==> src/rtl/traffic_controller_param.sv <==
// Parametrised intersection light controller: main/side lights, pedestrian walk interval and a
// flashing night mode, all timed from a one-second tick divided down from clk.
module traffic_controller_param #(
  parameter int unsigned CLK_DIV  = 100_000_000,
  parameter int unsigned TVAL_W   = 4,
  parameter int unsigned DEF_BASE = 6,
  parameter int unsigned DEF_EXT  = 3,
  parameter int unsigned DEF_YEL  = 2,
  parameter int unsigned DEF_WALK = 3
) (
  input  logic              clk,
  input  logic              Reset,
  input  logic              Sensor,
  input  logic              Walk_Request,
  input  logic              Reprogram,
  input  logic [1:0]        Time_Parameter_Selector,
  input  logic [TVAL_W-1:0] Time_Value,
  input  logic              Night_Mode,
  output logic [6:0]        LEDs
);

  localparam int unsigned DivW = $clog2(CLK_DIV);

  localparam logic [6:0] LedMg    = 7'b0011000;
  localparam logic [6:0] LedMy    = 7'b0101000;
  localparam logic [6:0] LedWalk  = 7'b1001001;
  localparam logic [6:0] LedSg    = 7'b1000010;
  localparam logic [6:0] LedSy    = 7'b1000100;
  localparam logic [6:0] LedDark  = 7'b0000000;

  typedef enum logic [2:0] {
    StMg,
    StMy,
    StWalk,
    StSg,
    StSgx,
    StSy,
    StFlash
  } state_e;

  state_e            state_q, state_d;
  logic [DivW-1:0]   div_q, div_d;
  logic [TVAL_W-1:0] rem_q, rem_d;
  logic [TVAL_W-1:0] t_base_q, t_base_d;
  logic [TVAL_W-1:0] t_ext_q, t_ext_d;
  logic [TVAL_W-1:0] t_yel_q, t_yel_d;
  logic [TVAL_W-1:0] t_walk_q, t_walk_d;
  logic              walk_q, walk_d;
  logic              flash_on_q, flash_on_d;

  logic              tick;
  logic              expire;
  logic [TVAL_W-1:0] prog_val;

  assign tick     = (div_q == DivW'(CLK_DIV - 1));
  // A zero-length interval would never expire, so the last second is also an end condition.
  assign expire   = tick && (rem_q <= TVAL_W'(1));
  assign prog_val = (Time_Value == '0) ? TVAL_W'(1) : Time_Value;

  always_ff @(posedge clk) begin
    if (Reset) begin
      state_q    <= StMg;
      div_q      <= '0;
      rem_q      <= TVAL_W'(DEF_BASE);
      t_base_q   <= TVAL_W'(DEF_BASE);
      t_ext_q    <= TVAL_W'(DEF_EXT);
      t_yel_q    <= TVAL_W'(DEF_YEL);
      t_walk_q   <= TVAL_W'(DEF_WALK);
      walk_q     <= 1'b0;
      flash_on_q <= 1'b1;
    end else begin
      state_q    <= state_d;
      div_q      <= div_d;
      rem_q      <= rem_d;
      t_base_q   <= t_base_d;
      t_ext_q    <= t_ext_d;
      t_yel_q    <= t_yel_d;
      t_walk_q   <= t_walk_d;
      walk_q     <= walk_d;
      flash_on_q <= flash_on_d;
    end
  end

  always_comb begin
    state_d    = state_q;
    div_d      = tick ? '0 : div_q + DivW'(1);
    rem_d      = tick ? rem_q - TVAL_W'(1) : rem_q;
    t_base_d   = t_base_q;
    t_ext_d    = t_ext_q;
    t_yel_d    = t_yel_q;
    t_walk_d   = t_walk_q;
    walk_d     = walk_q | Walk_Request;
    flash_on_d = flash_on_q;

    // On every expiry div_d is already zero, so only the new interval needs loading.
    unique case (state_q)
      StMg: begin
        if (expire) begin
          if (Night_Mode) begin
            state_d    = StFlash;
            flash_on_d = 1'b1;
          end else begin
            state_d = StMy;
            rem_d   = t_yel_q;
          end
        end
      end
      StMy: begin
        if (expire) begin
          if (walk_q) begin
            state_d = StWalk;
            rem_d   = t_walk_q;
          end else begin
            state_d = StSg;
            rem_d   = t_base_q;
          end
        end
      end
      StWalk: begin
        if (expire) begin
          state_d = StSg;
          rem_d   = t_base_q;
          walk_d  = 1'b0;
        end
      end
      StSg: begin
        if (expire) begin
          if (Sensor) begin
            state_d = StSgx;
            rem_d   = t_ext_q;
          end else begin
            state_d = StSy;
            rem_d   = t_yel_q;
          end
        end
      end
      StSgx: begin
        if (expire) begin
          state_d = StSy;
          rem_d   = t_yel_q;
        end
      end
      StSy: begin
        if (expire) begin
          if (Night_Mode) begin
            state_d    = StFlash;
            flash_on_d = 1'b1;
          end else begin
            state_d = StMg;
            rem_d   = t_base_q;
          end
        end
      end
      StFlash: begin
        rem_d = rem_q;
        if (!Night_Mode) begin
          state_d = StMg;
          div_d   = '0;
          rem_d   = t_base_q;
        end else if (tick) begin
          flash_on_d = !flash_on_q;
        end
      end
      default: begin
        state_d = StMg;
        div_d   = '0;
        rem_d   = t_base_q;
      end
    endcase

    // Reprogramming restarts the cycle from main green but never touches the walk latch.
    if (Reprogram) begin
      unique case (Time_Parameter_Selector)
        2'b00:   t_base_d = prog_val;
        2'b01:   t_ext_d  = prog_val;
        2'b10:   t_yel_d  = prog_val;
        default: t_walk_d = prog_val;
      endcase
      state_d = StMg;
      div_d   = '0;
      rem_d   = (Time_Parameter_Selector == 2'b00) ? prog_val : t_base_q;
      walk_d  = walk_q | Walk_Request;
    end
  end

  always_comb begin
    LEDs = LedDark;
    unique case (state_q)
      StMg:    LEDs = LedMg;
      StMy:    LEDs = LedMy;
      StWalk:  LEDs = LedWalk;
      StSg:    LEDs = LedSg;
      StSgx:   LEDs = LedSg;
      StSy:    LEDs = LedSy;
      StFlash: LEDs = flash_on_q ? LedMy : LedDark;
      default: LEDs = LedDark;
    endcase
  end

endmodule

==> config.mk <==
export PLATFORM = sky130hd
export DESIGN_NAME = traffic_controller_param
export DESIGN_NICKNAME = d
export VERILOG_FILES = /design/src/rtl/traffic_controller_param.sv
export SDC_FILE = /design/constraint.sdc
export NUM_CORES = 1
export LEC_CHECK = 0
export BUFFER_PORTS_ARGS = -buffer_cell sky130_fd_sc_hd__clkbuf_2
export CORE_MARGIN = 1
export CORE_UTILIZATION = 54
export CTS_CLUSTER_DIAMETER = 40
export DETAILED_ROUTE_END_ITERATION = 7
export PLACE_DENSITY_LB_ADDON = 0.12
export SYNTH_ARGS = -nofsm -noshare
export SYNTH_HDL_FRONTEND = slang
export SYNTH_SLANG_ARGS = --single-unit
export TNS_END_PERCENT = 5
==> constraint.sdc <==
create_clock -name clk -period 1.97 [get_ports clk]
set_clock_uncertainty 0.05 [all_clocks]
set_input_delay 0.394 -clock clk [delete_from_list [all_inputs] [get_ports clk]]
set_output_delay 0.394 -clock clk [all_outputs]
set_load 0.05 [all_outputs]
==> results.tsv, run 1 <==
stage	metric	value	unit
outcome	status	finished with violations	
outcome	violations	negative setup slack	
synth	syn_area	0.00290	sq mm
clock_tree	cts_tree	yes	
synth	yosysTopAreaCell	dfxtp_1	
layout	antenna-diode-count	0	
place	place.gp.congestion	0.907	
pwr	irDropWorstVdd	0.466	mV
global_route	antenna_found_initial	0	
global_route	grt_pass1_vias	2453	
global_route	overflow	0	
setup_path	worst_ep_required_time	2.15	ns
setup_path	cp_slowest_cell	dfxtp_2	
floorplanning	die_x	75.3	um
synth	syn-num-nets	359	
synth	syn_area_per_cell	8.44	sq um
synth	yosysMostFrequentCell	nor2_1	
synth	ys_ff_latch	52	
setup_path	path_delay_family	compound AO/OA/AOI/OAI gates	
clock_tree	clock_latency	0.31	ns
synth	ys_warn_count	0	
floorplanning	ios	19	
timing	fmax	506	MHz
timing	maxSlewViolCount	0	
place	post-place-cells	464	
global_route	grtUsageTotal	0.257	
timing	worstMarginPinSlew	0.422	ns
global_route	grt_util_met3	0.0357	
timing	timing.hold.ws	0.278	ns
place	io_buffers	18	
layout	final_nets	420	
synth	synth_top_area_share	0.359	
synth	ys_types	62	
setup_path	crit_path_cell_trace	mux2_2, o21bai_1, nand2_1, a2111o_1, a311oi_2	
floorplanning	coreArea	0.00514	sq mm
layout	nFillCells	426	
global_route	use_met1	0.316	
synth	synth-async-reset-ratio	0	
drt	via_per_inst	5.78	
clock_tree	cts_root_buf	clkbuf_8	
pwr	leakagePower	1.43	nW
drt	wl_per_cell	14.7	um
setup_path	critPathMaxFanout	7	
timing	fin_crit	1.98	ns
timing	finalCritPeriodShare	1.00	
clock_tree	cts_buffer_depth	2	
timing	final-hold-violation-count	0	
synth	synth_common_cells	nor2_1 (60), dfxtp_1 (52), nand2_1 (24)	
setup_path	crit_path_end_kind	register	
timing	setup_viol	1	
setup_path	path_buf_inv	0	
layout	final_cells	476	
global_route	met2_usage	0.442	
setup_path	setup.worst_path.start_class	register	
setup_path	max_stage_delay	0.44	ns
clock_tree	clkSlewWorstSetupHoldPaths	0.10	ns
global_route	grt_max_degree	28	
timing	layout_setup_ws	-0.00572	ns
place	post-place-ws	-0.0943	ns
synth	synth.area.top_cells	dfxtp_1 (36%), nor2_1 (7.8%), xnor2_1 (4.2%)	
floorplanning	num_rows	26	
drt	drc	0	
drt	dr.pass1.iters	4	
drt	wl	7000	um
layout	design_area	0.00362	sq mm
run	maxCapViolCount	0	
worst_hold_path	min_to	walk_q	
drt	drt_iter0_drc	219	
clock_tree	cts_sinks	52	
timing	rsz0062_at_grt	true	
drt	vias	2751	
setup_path	crit_path_start	state_q[2]	
place	hpwl	5010	um
global_route	busiest_layer	met2	
layout	drive_gt1_frac	0.273	
place	placed_area	0.00340	sq mm
synth	synth-edff-count	0	
setup_path	rrSetupSlack	-0.006	ns
worst_hold_path	hold_depth	3	
timing	relSlewSlack	0.718	
setup_path	cp.arrival	2.16	ns
setup_path	r2r-start	state_q[2]	
setup_path	worstRegToRegCells	5	
synth	synthCells	344	
floorplanning	dieHeight	75.3	um
floorplanning	initial_utilization	0.565	
pwr	power.density	525	mW/mm^2
global_route	grt_pass1_wl	11100	um
clock_tree	h-tree-depth	2	
worst_hold_path	hold_class	in -> reg	
worst_hold_path	hp-start	Walk_Request	
setup_path	rr_endpoint	rem_q[3]	
setup_path	crit_type	reg -> reg	
synth	synth-seq-area-share	0.359	
drt	ant_nets	0	
synth	synth_flop_cell	dfxtp_1	
floorplanning	die-area	0.00567	sq mm
clock_tree	cts_made_buffers	5	
layout	area_growth	24.7	%
timing	tns	-0.00572	ns
-- cell type report --
type | instances | area, sq um | area share
multi-input cells | 262 | 1830 | 0.506
clock buffers | 5 | 68.8 | 0.0190
clock inverters | 3 | 26.3 | 0.00726
well taps | 70 | 87.6 | 0.0242
flip-flops and latches | 52 | 1050 | 0.290
inverters | 14 | 52.6 | 0.0145
repair buffers | 70 | 503 | 0.139
-- where the power goes --
group / switching [mW] / leakage, nW / total (mW) / internal (mW)
Sequential: 0.0204 / 0.425 / 1.09 / 1.07
Clock: 0.372 / 0.0487 / 0.632 / 0.260
Combinational: 0.0974 / 0.954 / 0.174 / 0.0763
Total: 0.490 / 1.43 / 1.90 / 1.41
-- layout by cell type, fill, tap and decap left out, drive strengths merged, types with 3 or more instances in the layout --
master,synthesis,final
dfxtp,52,52
and4,6,6
buf,10,53
a211o,8,8
nor3b,6,6
a211oi,3,3
nor2b,6,6
nand3,8,8
and3,4,4
nor4,6,6
nor2,61,61
xor2,13,13
nand2,24,24
clkbuf,6,22
a21oi,12,12
nand4,8,8
o21ai,7,7
a311oi,3,3
inv,14,15
a31oi,3,3
mux2i,9,9
ha,3,3
xnor2,14,14
nor4b,4,4
o22ai,4,4
nor3,12,12
-- state kept, by name, summed over array words and instances, names as in the netlist --
signal	cells
walk_q	1
div_q	27
t_ext_q	4
state_q	3
rem_q	4
t_yel_q	4
flash_on_q	1
t_base_q	4
t_walk_q	4
-- metrics by stage --
step	utilization	total power, mW
2_1_floorplan	-	1.21
3_3_place_gp	0.662	1.28
3_5_place_dp	0.662	1.28
4_1_cts	0.685	1.91
5_1_grt	0.704	1.97
6_report	0.704	1.90
-- timing repair --
| item | 4_1_cts | 5_1_grt |
|---|---|---|
| pin swaps | 1 | 1 |
| hold endpoints to repair | 0 | 0 |
| cloned | 0 | 0 |
| buffers inserted | 0 | 4 |
| endpoints found under the setup margin | 7 | 36 |
| hold buffers | 0 | 0 |
| gates resized for setup | 8 | 14 |
-- logic make-up (layout without fill, tap and decap cells) --
kind of cell	count (synthesis)	after routing	synth area share
XOR/XNOR	27	27	0.0815
AND/OR/NAND/NOR	159	159	0.303
adder cells (fa/ha/maj)	3	3	0.0129
AO/OA/AOI/OAI	62	62	0.160
multiplexers	11	11	0.0388
buffers and inverters	30	92	0.0448
flip-flops	52	52	0.359
-- per-layer routing --
metal / vias to the layer above / wire length, um
met3: 24 / 296
met2: 87 / 3300
li1: 1365 / -
met1: 1275 / 3150
met5: - / 0
met4: 0 / 251
-- worst reg2reg max path, delay by kind of cell (launching register included) --
family	cells	cell delay, ns
and+or+nand+nor	1	0.10
muxes	1	0.35
DFF	1	0.44
AOI/OAI and AO/OA	3	0.96
-- how the worst max path moves through the flow --
stage               cells past startpoint  slack, ns  endpoint
floorplan                               3      -0.28   LEDs[6]
global placement                        5      -0.04  rem_q[3]
detailed placement                      5      -0.09  rem_q[3]
CTS                                     8      -0.03  rem_q[3]
global route                            5      -0.09  rem_q[0]
finish                                  5     -0.006  rem_q[3]
(Power assumes the default switching activity.)
==> inputs of run 2 (changes only) <==
==> constraint.sdc (replaced) <==
create_clock -name clk -period 1.97 [get_ports clk]
set_clock_uncertainty 0.05 [all_clocks]
set_input_delay 0.2955 -clock clk [delete_from_list [all_inputs] [get_ports clk]]
set_output_delay 0.2955 -clock clk [all_outputs]
set_load 0.05 [all_outputs]
==> results.tsv, run 2 (synthesis results as in run 1) <==
stage	metric	value	unit	change
global_route	grtUsageTotal	0.257		about the same
layout	design_area	0.00361	sq mm	-0.38%
clock_tree	clkSlewWorstSetupHoldPaths	0.09	ns	about the same
timing	fmax	518	MHz	+2.3%
setup_path	setup.worst_path.start_class	register		
floorplanning	dieHeight	75.3	um	unchanged
layout	mostFrequentLayoutCells	nor2_1 (59), dfxtp_1 (47), buf_4 (46)		
timing	finalCritPeriodShare	0.981		-0.0221
pwr	irDropWorstVdd	0.337	mV	-28%
outcome	status	finished, final reports clean		
setup_path	critPathMaxFanout	6		-1
clock_tree	cts_tree	yes		
timing	maxSlewViolCount	0		unchanged
floorplanning	ios	19		unchanged
place	place.gp.congestion	0.866		-4.6%
timing	fin_crit	1.93	ns	-0.0436 ns
place	post-place-ws	-0.0527	ns	+0.0416 ns
global_route	antenna_found_initial	0		unchanged
timing	setup_viol	0		-1
clock_tree	h-tree-depth	2		unchanged
place	hpwl	4910	um	-2.1%
layout	regMostFlops	div_q		
layout	drive_gt1_frac	0.281		+0.00770
floorplanning	initial_utilization	0.565		unchanged
floorplanning	die-area	0.00567	sq mm	unchanged
floorplanning	coreArea	0.00514	sq mm	unchanged
setup_path	crit_path_end_kind	register		
run	maxCapViolCount	0		unchanged
worst_hold_path	hold_depth	3		unchanged
global_route	grt_util_met3	0.0582		+0.0225
place	placed_area	0.00336	sq mm	-1.4%
global_route	grt_max_degree	28		unchanged
drt	via_per_inst	5.77		-0.18%
worst_hold_path	hold_class	in -> reg		
timing	relSlewSlack	0.666		-0.0518
drt	dr.pass1.iters	5		+1
layout	largest_reg_flops	27		unchanged
drt	vias	2723		-1.0%
layout	final_nets	416		-0.95%
pwr	clkPwrFrac	0.333		about the same
timing	worstMarginPinSlew	0.499	ns	+0.0775 ns
floorplanning	num_rows	26		unchanged
floorplanning	die_x	75.3	um	unchanged
timing	timing.hold.ws	0.197	ns	-0.0812 ns
pwr	power.density	529	mW/mm^2	+0.68%
timing	tns	0	ns	+0.00572 ns
setup_path	worst_ep_required_time	2.15	ns	about the same
pwr	seqPwrFrac	0.574		-0.002
layout	layout_commonest_cell	nor2_1		
timing	rsz0062_at_grt	true		
pwr	pwr-share-comb	0.093		+0.002
timing	layout_setup_ws	0.0378	ns	+0.0436 ns
clock_tree	cts_root_buf	clkbuf_8		
drt	drt_iter0_drc	238		+8.7%
global_route	met2_usage	0.383		-0.0595
timing	final-hold-violation-count	0		unchanged
setup_path	crit_type	reg -> reg		
pwr	p_int	1.44	mW	+2.2%
pwr	leakagePower	1.39	nW	-2.4%
global_route	grt_pass1_vias	2420		-1.3%
layout	area_growth	24.2	%	
setup_path	worstRegToRegCells	6		+1
clock_tree	cts_made_buffers	5		unchanged
pwr	finalPower	1.91	mW	+0.30%
global_route	overflow	0		unchanged
global_route	busiest_layer	met2		
place	io_buffers	18		unchanged
drt	wl	7120	um	+1.8%
pwr	switching_power	0.465	mW	-5.2%
setup_path	cp.arrival	2.11	ns	-0.05 ns
drt	wl_per_cell	15.1	um	+2.7%
drt	drc	0		unchanged
clock_tree	cts_buffer_depth	2		unchanged
global_route	grt_pass1_wl	11300	um	+1.3%
global_route	use_met1	0.379		+0.0629
clock_tree	cts_sinks	52		unchanged
drt	ant_nets	0		unchanged
layout	antenna-diode-count	0		unchanged
clock_tree	clock_latency	0.30	ns	about the same
pwr	swShare	0.244		-0.0141
run 2: what timing repair did:
item / CTS / global route
endpoints found under the setup margin: 6 / 6
pin swaps: 2 / 3
hold buffers: 0 / 0
hold endpoints to repair: 0 / 0
buffers inserted: 0 / 5
resized for setup: 12 / 18
run 2: final timing paths:
kind,endpoint,start,slack [ns]
max,state_q[0],div_q[12],0.04
min,walk_q,Walk_Request,0.20
min reg2reg,t_walk_q[0],t_walk_q[0],0.42
max reg2reg,state_q[0],div_q[12],0.04
run 2: critical path: stages, from the launching register on:
cell,delay (ns)
dfxtp_1,0.40
nor4b_2,0.35
and4_4,0.29
nand3_4,0.09
buf_4,0.17
or3b_1,0.36
a21oi_1,0.14
run 2: layer usage:
layer,vias to the layer above,wire length (um)
met5,-,0
met4,0,80
met3,11,335
met2,74,3180
met1,1285,3530
li1,1353,-
run 2: power by group through the flow:
stage / logic [mW] / registers (mW) / clock network, mW
floorplan: 0.0971 / 1.11 / 0
global placement: 0.165 / 1.12 / 0
detailed placement: 0.167 / 1.12 / 0
CTS: 0.170 / 1.09 / 0.643
global route: 0.194 / 1.10 / 0.699
finish: 0.178 / 1.09 / 0.634
run 2: layout make-up:
type | count | area [sq um]
multi-input cells | 262 | 1860
fillers | 445 | 1530
flip-flops and latches | 52 | 1050
inverters | 14 | 52.6
repair buffers | 66 | 467
well taps | 70 | 87.6
clock buffers | 8 | 90.1
run 2: metrics by stage:
stage	std cells	utilization
after global routing	472	0.702
final	472	0.702
after detailed placement	459	0.653
after global placement	459	0.653
after floorplan	344	-
after CTS	467	0.680
